## config.mk

```make
export PLATFORM = sky130hd
export DESIGN_NAME = pipe_hazard_ctrl
export DESIGN_NICKNAME = d
export VERILOG_FILES = /design/src/rtl/pipe_hazard_ctrl.sv
export SDC_FILE = /design/constraint.sdc
export NUM_CORES = 1
export LEC_CHECK = 0
export BUFFER_PORTS_ARGS = -buffer_cell sky130_fd_sc_hd__clkbuf_2
export CAP_MARGIN = 20
export CORE_MARGIN = 2
export CORE_UTILIZATION = 46
export CTS_CLUSTER_DIAMETER = 100
export CTS_CLUSTER_SIZE = 24
export DETAILED_ROUTE_END_ITERATION = 8
export GPL_TIMING_DRIVEN = 0
export PLACE_DENSITY_LB_ADDON = 0.1
export SYNTH_ARGS = -nofsm -noshare
export SYNTH_HDL_FRONTEND = slang
export SYNTH_SLANG_ARGS = --single-unit
export TNS_END_PERCENT = 10
```

## constraint.sdc

```tcl
create_clock -name clk -period 1.8 [get_ports clk]
set_input_delay 0.36 -clock clk [delete_from_list [all_inputs] [get_ports clk]]
set_output_delay 0.36 -clock clk [all_outputs]
set_load 0.05 [all_outputs]
```

## src/rtl/pipe_hazard_ctrl.sv

```systemverilog
// Pipeline sequencer: load-use stall, taken-branch front-end flush and data-memory freeze with timeout.
// Optional PIPE_PERF_CNT_EN adds stall_cycles/flush_cycles performance counters.
module pipe_hazard_ctrl #(
    parameter int REG_ADDR_W     = 5,
    parameter int BRANCH_PENALTY = 2,
    parameter int MAX_MEM_WAIT   = 15
) (
    input  logic                  clk,
    input  logic                  reset,
    input  logic [REG_ADDR_W-1:0] id_rs1,
    input  logic [REG_ADDR_W-1:0] id_rs2,
    input  logic                  id_use_rs1,
    input  logic                  id_use_rs2,
    input  logic [REG_ADDR_W-1:0] ex_rd,
    input  logic                  ex_memread,
    input  logic                  ex_branch_taken,
    input  logic                  mem_busy,
    output logic                  pc_we,
    output logic                  ifid_we,
    output logic                  idex_we,
    output logic                  exmem_we,
    output logic                  ifid_flush,
    output logic                  idex_flush,
    output logic [1:0]            ctrl_state,
    output logic                  mem_timeout
`ifdef PIPE_PERF_CNT_EN
    ,
    output logic [31:0]           stall_cycles,
    output logic [31:0]           flush_cycles
`endif
);

    localparam logic [1:0] S_RUN      = 2'd0;
    localparam logic [1:0] S_FLUSH    = 2'd1;
    localparam logic [1:0] S_MEM_WAIT = 2'd2;

    logic [1:0] state_q, state_d;
    logic [1:0] ret_q, ret_d;
    logic [2:0] flush_cnt_q, flush_cnt_d;
    logic [7:0] wait_cnt_q, wait_cnt_d;
    logic       timeout_q, timeout_d;
    logic [1:0] eval_state;
    logic       hazard;

    assign hazard = ex_memread && (ex_rd != '0) &&
                    ((id_use_rs1 && (ex_rd == id_rs1)) || (id_use_rs2 && (ex_rd == id_rs2)));

    always_comb begin
        // NOTE: every signal written here gets a default first so no path leaves a latch.
        pc_we       = 1'b0;
        ifid_we     = 1'b0;
        idex_we     = 1'b0;
        exmem_we    = 1'b0;
        ifid_flush  = 1'b0;
        idex_flush  = 1'b0;
        state_d     = state_q;
        ret_d       = ret_q;
        flush_cnt_d = flush_cnt_q;
        wait_cnt_d  = wait_cnt_q;
        timeout_d   = timeout_q;
        eval_state  = state_q;

        // Leaving the freeze re-evaluates the interrupted state with the current inputs.
        if (state_q == S_MEM_WAIT) begin
            if (mem_busy) begin
                wait_cnt_d = wait_cnt_q + 8'd1;
                if (wait_cnt_d == 8'(MAX_MEM_WAIT)) begin
                    timeout_d = 1'b1;
                    state_d   = S_RUN;
                end
            end else begin
                eval_state = ret_q;
            end
        end

        case (eval_state)
            S_RUN: begin
                if (mem_busy) begin
                    ret_d      = S_RUN;
                    wait_cnt_d = 8'd1;
                    state_d    = S_MEM_WAIT;
                end else if (ex_branch_taken) begin
                    {pc_we, ifid_we, idex_we, exmem_we} = 4'b1111;
                    ifid_flush = 1'b1;
                    idex_flush = 1'b1;
                    if (BRANCH_PENALTY > 1) begin
                        flush_cnt_d = 3'(BRANCH_PENALTY - 1);
                        state_d     = S_FLUSH;
                    end else begin
                        state_d = S_RUN;
                    end
                end else if (hazard) begin
                    idex_we    = 1'b1;
                    exmem_we   = 1'b1;
                    idex_flush = 1'b1;
                    state_d    = S_RUN;
                end else begin
                    {pc_we, ifid_we, idex_we, exmem_we} = 4'b1111;
                    state_d = S_RUN;
                end
            end
            S_FLUSH: begin
                if (mem_busy) begin
                    ret_d      = S_FLUSH;
                    wait_cnt_d = 8'd1;
                    state_d    = S_MEM_WAIT;
                end else begin
                    {pc_we, ifid_we, idex_we, exmem_we} = 4'b1111;
                    ifid_flush  = 1'b1;
                    flush_cnt_d = flush_cnt_q - 3'd1;
                    state_d     = (flush_cnt_q == 3'd1) ? S_RUN : S_FLUSH;
                end
            end
            S_MEM_WAIT: begin
                // Busy freeze: all controls stay low, counters handled above.
            end
            default: begin
                state_d = S_RUN;
            end
        endcase

        if (reset) begin
            {pc_we, ifid_we, idex_we, exmem_we} = 4'b0000;
            ifid_flush = 1'b1;
            idex_flush = 1'b1;
        end
    end

    // State moves on the falling edge together with the pipeline registers.
    always_ff @(negedge clk) begin
        // NOTE: sequential state uses non-blocking assignments so all registers update from pre-edge values.
        if (reset) begin
            state_q     <= S_RUN;
            ret_q       <= S_RUN;
            flush_cnt_q <= 3'd0;
            wait_cnt_q  <= 8'd0;
            timeout_q   <= 1'b0;
        end else begin
            state_q     <= state_d;
            ret_q       <= ret_d;
            flush_cnt_q <= flush_cnt_d;
            wait_cnt_q  <= wait_cnt_d;
            timeout_q   <= timeout_d;
        end
    end

    assign ctrl_state  = state_q;
    assign mem_timeout = timeout_q;

`ifdef PIPE_PERF_CNT_EN
    logic [31:0] stall_cycles_q;
    logic [31:0] flush_cycles_q;

    always_ff @(negedge clk) begin
        if (reset) begin
            stall_cycles_q <= 32'd0;
            flush_cycles_q <= 32'd0;
        end else begin
            if (!pc_we)     stall_cycles_q <= stall_cycles_q + 32'd1;
            if (ifid_flush) flush_cycles_q <= flush_cycles_q + 32'd1;
        end
    end

    assign stall_cycles = stall_cycles_q;
    assign flush_cycles = flush_cycles_q;
`endif

endmodule

```

# Yosys cells after proc, flatten, opt, wreduce, memory -nomap -nowiden

Cells that the tools add are included.

$add $sub $neg: 2
Equal/unequal tests: 15
Multiplexer cells: 38
Reduce and logical (&&, ||, !) cells: 13

Operator list:

| cell                | count |
|---|---|
| $mux 8              | 4 |
| $mux 2              | 9 |
| $mux 1              | 17 |
| $ne 2x2->1 const B  | 8 |
| $eq 5x5->1          | 2 |
| $mux 3              | 3 |
| $reduce_and 3->1    | 3 |
| $add 8x1->8 const B | 1 |
| $eq 8x4->1 const B  | 1 |
| $pmux 2 s3          | 1 |
| $pmux 3 s2          | 1 |
| $reduce_bool 5->1   | 1 |
| $eq 2x2->1 const B  | 2 |
| $logic_and 1x1->1   | 4 |
| $pmux 1 s2          | 2 |
| $pmux 2 s2          | 1 |
| $reduce_and 4->1    | 1 |
| $eq 3x1->1 const B  | 1 |
| $sub 3x1->3 const B | 1 |
| $eq 2x1->1 const B  | 1 |
| $logic_not 2->1     | 1 |
| $reduce_bool 2->1   | 1 |
| $reduce_or 2->1     | 1 |
| $logic_or 1x1->1    | 1 |

Register bits after elaboration: 16
Input port bits: 22
Logic and storage cells: 73

# Logic depth before layout (Yosys ltp)

Gate-level depths: netlist (run 1).

Word-level depth: 9
Gate-level depth with buffers: 5

==> flow_metrics.env, run 1 <==
export IMPL_status="finished with violations"
export IMPL_violations="setup timing"
export IMPL_ant_nets=0
export IMPL_finalMaxSlewViolations=0
export IMPL_nNetsFinal=226
export IMPL_power_uw=966
export IMPL_antenna_cells=0
export IMPL_hold_buffers=0
export IMPL_grt_ovfl_total=0
export IMPL_die_height_um=53.3
export IMPL_register_area_um2=309
export IMPL_critical_path_arrival_ps=2620
export IMPL_ys_ff_latch=15
export IMPL_crit_required_ps=1440
export IMPL_synthArstFlopShare_pct=0
export IMPL_multi_input_area_um2=811
export IMPL_yosysWarnings=0
export IMPL_drive_above_1_share_pct=33.3
export IMPL_synth_area_per_cell_um2=7.88
export IMPL_syn_nets=169
export IMPL_min_path_cells=2
export IMPL_wl_per_cell_um=14.9
export IMPL_critical_path_peak_fanout=3
export IMPL_setup_ws_ps=-1180
export IMPL_hp_class="flop to flop"
export IMPL_postSynthCellCount=142
export IMPL_synth_edf_count=0
export IMPL_whs_ps=488
export IMPL_critPathKind="flop to primary output"
export IMPL_dpl_hpwl_um=2250
export IMPL_cts_tree="done"
export IMPL_synth_cell_types=50
export IMPL_synth_area_um2=1120
export IMPL_reg2reg_to="ctrl_state[1]$_SDFFE_NP0P_"
export IMPL_drc=0
export IMPL_vias=1282
export IMPL_drt_iter0_drc=13
export IMPL_start_util_pct=49.6
export IMPL_root_buffer="clkbuf_4"
export IMPL_cts_buffer_depth=2
export IMPL_io_pin_count=31
export IMPL_antenna_found_initial=0
export IMPL_relSlewSlack_pct=69.7
export IMPL_grt_setup_unrepaired="yes"
export IMPL_grtUsageTotal_pct=25.5
export IMPL_floorplan_die_area_um2=2840
export IMPL_drt_total_wl_um=3360
export IMPL_dieWidth_um=53.3
export IMPL_timing_reg2reg_setup_slack_ps=140
export IMPL_grt_first_pass_wirelength_um=5290
export IMPL_ir_drop_mv=0.485
export IMPL_synthFlopType="dfxtp_1"
export IMPL_drv_cap=0
export IMPL_tightest_slew_ps=454
export IMPL_p_per_area_nw_per_um2=572
export IMPL_n_fill_cell=168
export IMPL_dr_pass1_iters=4
export IMPL_cts_made_buffers=3
export IMPL_setup_violations=20
export IMPL_viasPerCell=5.67
export IMPL_place_gp_congestion=0.835
export IMPL_cts_clk_slew_worst_paths_ps=50
export IMPL_areaGrowthSynthToFinish_pct=50.9
export IMPL_hold_viol_final=0
export IMPL_ys_seq_area_share_pct=26.8
export IMPL_finClkSkew_ps=26.3
export IMPL_reg2reg_depth=5
export IMPL_end_kind="primary output"
export IMPL_clock_sinks=15
export IMPL_clk_latency_ps=380
export IMPL_h_tree_depth=1
export IMPL_grt_pass1_vias=1242
export IMPL_io_buffer_count=29
export IMPL_grt_max_degree=11
export IMPL_p_leak_nw=0.795
export IMPL_startpoint_type="flop"
export IMPL_rows=17
export IMPL_core_um2=2250
## area by class of cell
type	instances	area share (%)
multi-input combinational	108	48.0
timing repair buffer	38	19.6
sequential	15	18.3
buffer	9	4.74
clock inverter	16	3.56
inverter	9	2.30
tap	28	2.08
clock buffer	3	1.33
## where the power goes
part / switching, mW / total [mW] / leakage, nW / internal, mW
logic: 0.145 / 0.274 / 0.572 / 0.129
registers: 0.0129 / 0.356 / 0.124 / 0.343
clock network: 0.212 / 0.336 / 0.0990 / 0.124
total: 0.371 / 0.966 / 0.795 / 0.596
## logic make-up after synthesis
| logic type | share of synthesized area (%) |
|---|---|
| AND/OR/NAND/NOR | 25.1 |
| AO/OA/AOI/OAI | 25.1 |
| buffers and inverters | 7.72 |
| flip-flops | 26.8 |
| XOR/XNOR | 7.83 |
| adder cells (fa/ha/maj) | 5.59 |
| multiplexers | 1.90 |
## per-stage QoR
stage	TNS, ps	utilization [%]	instances	worst slack, ps	area [um^2]
floorplan	-7570	-	142	-897	1200
global placement	-10350	61.4	199	-920	1390
global route	-9490	74.9	226	-1230	1690
CTS	-8250	73.9	225	-1160	1670
detailed placement	-10680	61.4	199	-926	1390
finish	-8540	74.9	226	-1180	1690
## layer usage
metal | GRT usage [%] | share of wire (%) | vias to the layer above
li1 | - | - | 627
met1 | 25.1 | 40 | 593
met2 | 45.7 | 50 | 43
met3 | 6.78 | 4.8 | 19
met4 | 17.5 | 4.9 | 0
met5 | 0 | 0 | -
## cell usage after synthesis (2+ instances only)
master | instances | area share, %
o21a_1 | 3 | 2.0
xnor2_1 | 2 | 1.6
xor2_1 | 8 | 6.3
o21ai_0 | 11 | 4.9
nand3b_1 | 5 | 3.4
nor4_1 | 2 | 1.1
a21oi_1 | 9 | 4.0
inv_1 | 9 | 3.0
a211oi_1 | 2 | 1.3
nor2b_1 | 3 | 1.7
buf_4 | 2 | 1.3
and3_1 | 3 | 1.7
or4_1 | 2 | 1.3
a22oi_1 | 3 | 2.0
buf_2 | 5 | 2.2
nor3_1 | 3 | 1.3
ha_1 | 5 | 5.6
nand2_1 | 9 | 3.0
dfxtp_1 | 15 | 27
nand2b_1 | 2 | 1.1
nor2_1 | 10 | 3.4
## worst max-delay path by stage
stage / depth (start not counted) / from / to / slack, ps
2_1_floorplan: 5 / ctrl_state[1]$_SDFFE_NP0P_ / pc_we / -900
3_3_place_gp: 6 / ctrl_state[0]$_SDFFE_NP0P_ / pc_we / -920
3_5_place_dp: 6 / ctrl_state[0]$_SDFFE_NP0P_ / pc_we / -930
4_1_cts: 6 / ctrl_state[1]$_SDFFE_NP0P_ / pc_we / -1160
5_1_grt: 6 / ctrl_state[0]$_SDFFE_NP0P_ / pc_we / -1230
6_report: 6 / ctrl_state[0]$_SDFFE_NP0P_ / pc_we / -1180
## what timing repair did
item | 4_1_cts | 5_1_grt
gates resized for setup | 31 | 7
pin swaps | 3 | 3
endpoints found under the setup margin | 18 | 20
setup buffers | 8 | 1
## worst max-delay path, cell delays in order (launching register included)
cell       delay (ps)
dfxtp_4           350
buf_8             120
inv_6              50
o21ai_4            60
o41a_4            480
buf_8             130
clkbuf_16         160
## layout by cell type (no fill, tap or decap), types with 2 or more instances in the layout
cell,n
inv_1,23
clkbuf_2,20
dfxtp_1,12
nor2_1,10
buf_8,9
o21ai_0,9
a21oi_1,9
xor2_1,8
nand2_1,7
buf_4,7
nand3b_1,5
ha_1,5
clkbuf_4,4
buf_2,3
nor3_1,3
nor2b_1,3
a22oi_1,3
buf_6,3
and3_1,2
a211oi_1,2
or4_1,2
xnor2_1,2
nor4_1,2
o21ai_4,2
o21a_1,2
dfxtp_4,2
clkbuf_16,2
Note: power is estimated with default switching activity, not from simulation.
==> inputs of run 2 (changes only) <==
--- a/config.mk
+++ b/config.mk
@@ -9,6 +9,7 @@
 export CAP_MARGIN = 20
 export CORE_MARGIN = 2
 export CORE_UTILIZATION = 46
+export CTS_BUF_LIST = sky130_fd_sc_hd__clkbuf_8 sky130_fd_sc_hd__clkbuf_16
 export CTS_CLUSTER_DIAMETER = 100
 export CTS_CLUSTER_SIZE = 24
 export DETAILED_ROUTE_END_ITERATION = 8
==> flow_metrics.env, run 2 (same netlist as run 1, synthesis figures left out) <==
export IMPL_crit_required_ps=1440
export IMPL_io_pin_count=31
export IMPL_floorplan_die_area_um2=2840
export IMPL_dr_pass1_iters=4
export IMPL_critical_path_arrival_ps=2560
export IMPL_p_int_uw=667
export IMPL_start_util_pct=49.6
export IMPL_rows=17
export IMPL_grt_ovfl_total=0
export IMPL_status="finished with violations"
export IMPL_final_cell_mix="inv_1 (23), clkbuf_2 (20), dfxtp_1 (12)"
export IMPL_h_tree_depth=1
export IMPL_ant_nets=0
export IMPL_path_cells="buf_8 -> nand2_4 -> o21ai_4 -> o41a_4 -> buf_8 -> clkbuf_16"
export IMPL_utilization_pct=75.7
export IMPL_p_per_area_nw_per_um2=606
export IMPL_clk_latency_ps=320
export IMPL_hp_class="flop to flop"
export IMPL_setup_violations=20
export IMPL_setup_ws_ps=-1120
export IMPL_dpl_hpwl_um=2250
export IMPL_relSlewSlack_pct=69.0
export IMPL_end_kind="primary output"
export IMPL_vias=1281
export IMPL_cts_buffer_depth=2
export IMPL_grtUsageTotal_pct=24.9
export IMPL_grt_pass1_vias=1215
export IMPL_drv_cap=0
export IMPL_critPathKind="flop to primary output"
export IMPL_core_um2=2250
export IMPL_seqPwrFrac_pct=34.4
export IMPL_dieWidth_um=53.3
export IMPL_p_switching_uw=367
export IMPL_grt_first_pass_wirelength_um=5200
export IMPL_areaGrowthSynthToFinish_pct=52.6
export IMPL_violations="setup timing"
export IMPL_cts_tree="done"
export IMPL_max_stage_delay_ps=480
export IMPL_drive_above_1_share_pct=33.7
export IMPL_viasPerCell=5.64
export IMPL_grt_max_degree=11
export IMPL_comb_power_share_pct=26.6
export IMPL_critPathTopFamily="compound AO/OA/AOI/OAI gates"
export IMPL_startpoint_type="flop"
export IMPL_place_gp_congestion=0.835
export IMPL_critical_path_peak_fanout=3
export IMPL_root_buffer="clkbuf_8"
export IMPL_setup_tns_ps=-8530
export IMPL_hold_buffers=0
export IMPL_antenna_found_initial=0
export IMPL_nNetsFinal=227
export IMPL_path_common_cell="buf_8"
export IMPL_p_leak_nw=0.805
export IMPL_p_clk_share_pct=39.0
export IMPL_slowest_stage="o41a_4"
export IMPL_drt_total_wl_um=3350
export IMPL_io_buffer_count=29
export IMPL_finClkSkew_ps=10.7
export IMPL_die_height_um=53.3
export IMPL_finalMaxSlewViolations=0
export IMPL_drc=0
export IMPL_tightest_slew_ps=464
export IMPL_antenna_cells=0
export IMPL_cts_clk_slew_worst_paths_ps=40
export IMPL_crit_buf_inv=3
export IMPL_drt_iter0_drc=31
export IMPL_cts_made_buffers=3
export IMPL_ir_drop_mv=0.458
export IMPL_grt_setup_unrepaired="yes"
export IMPL_clock_sinks=15
export IMPL_layout_commonest_cell="inv_1"
export IMPL_place_inst=199
export IMPL_netSwitchingFraction_pct=35.5
export IMPL_hold_viol_final=0
export IMPL_instances_no_fill=227
export IMPL_wl_per_cell_um=14.7
## run 2: cell count changes in the layout (fill, tap and decap cells not counted), sizes merged
cell / delta
buf: +1
## run 2: final cells by class
class	instances	area, um^2
clock buffer	3	41.3
timing repair buffer	39	335
multi-input combinational	108	811
fill	169	548
tap	28	35.0
clock inverter	16	60.1
buffer	9	76.3
sequential	15	309
inverter	9	38.8
## run 2: final timing paths
check	cells after the start	to	slack, ps	start
worst max-delay path	6	pc_we	-1120	ctrl_state[1]$_SDFFE_NP0P_
worst min-delay path	2	flush_cnt_q[1]$_SDFFE_NP0P_	480	flush_cnt_q[1]$_SDFFE_NP0P_
worst max register to register	5	ctrl_state[1]$_SDFFE_NP0P_	140	flop
worst min register to register	2	flush_cnt_q[1]$_SDFFE_NP0P_	480	flush_cnt_q[1]$_SDFFE_NP0P_
## run 2: worst min-delay path, cell delays in order, from the launching register on
cell and delay (ps):
dfxtp_1 300, o21ai_0 70, a21oi_1 60
## run 2: what timing repair did
item                                    CTS  global route
buffers inserted                          8             2
pin swaps                                 3             3
cloned                                    0             0
endpoints found under the setup margin   20            22
gates resized for setup                  28             8
## run 2: power groups by stage
| stage | Sequential (mW) | Clock (mW) | Combinational (mW) |
|---|---|---|---|
| detailed placement | 0.361 | 0.0544 | 0.212 |
| floorplan | 0.366 | 0.0544 | 0.141 |
| global placement | 0.360 | 0.0544 | 0.203 |
| finish | 0.356 | 0.403 | 0.275 |
| CTS | 0.355 | 0.421 | 0.260 |
| global route | 0.356 | 0.459 | 0.293 |
## run 2: routing by layer
metal  up-vias  wire length [um]  share of wire (%)  track usage (%)
li1        628                 -                  -                -
met1       609              1360                 41             26.1
met2        40              1780                 53             47.3
met3         4               144                4.3             4.80
met4         0                58                1.7             10.3
met5         -                 0                  0                0
## run 2: metrics by stage
stage               area, um^2  power, mW  setup WS [ps]  hold slack [ps]
floorplan                 1200      0.561           -897              444
global placement          1390      0.618           -920              462
detailed placement        1390      0.627           -926              470
CTS                       1670       1.04          -1120              478
global route              1710       1.11          -1160              515
finish                    1710       1.03          -1120              481
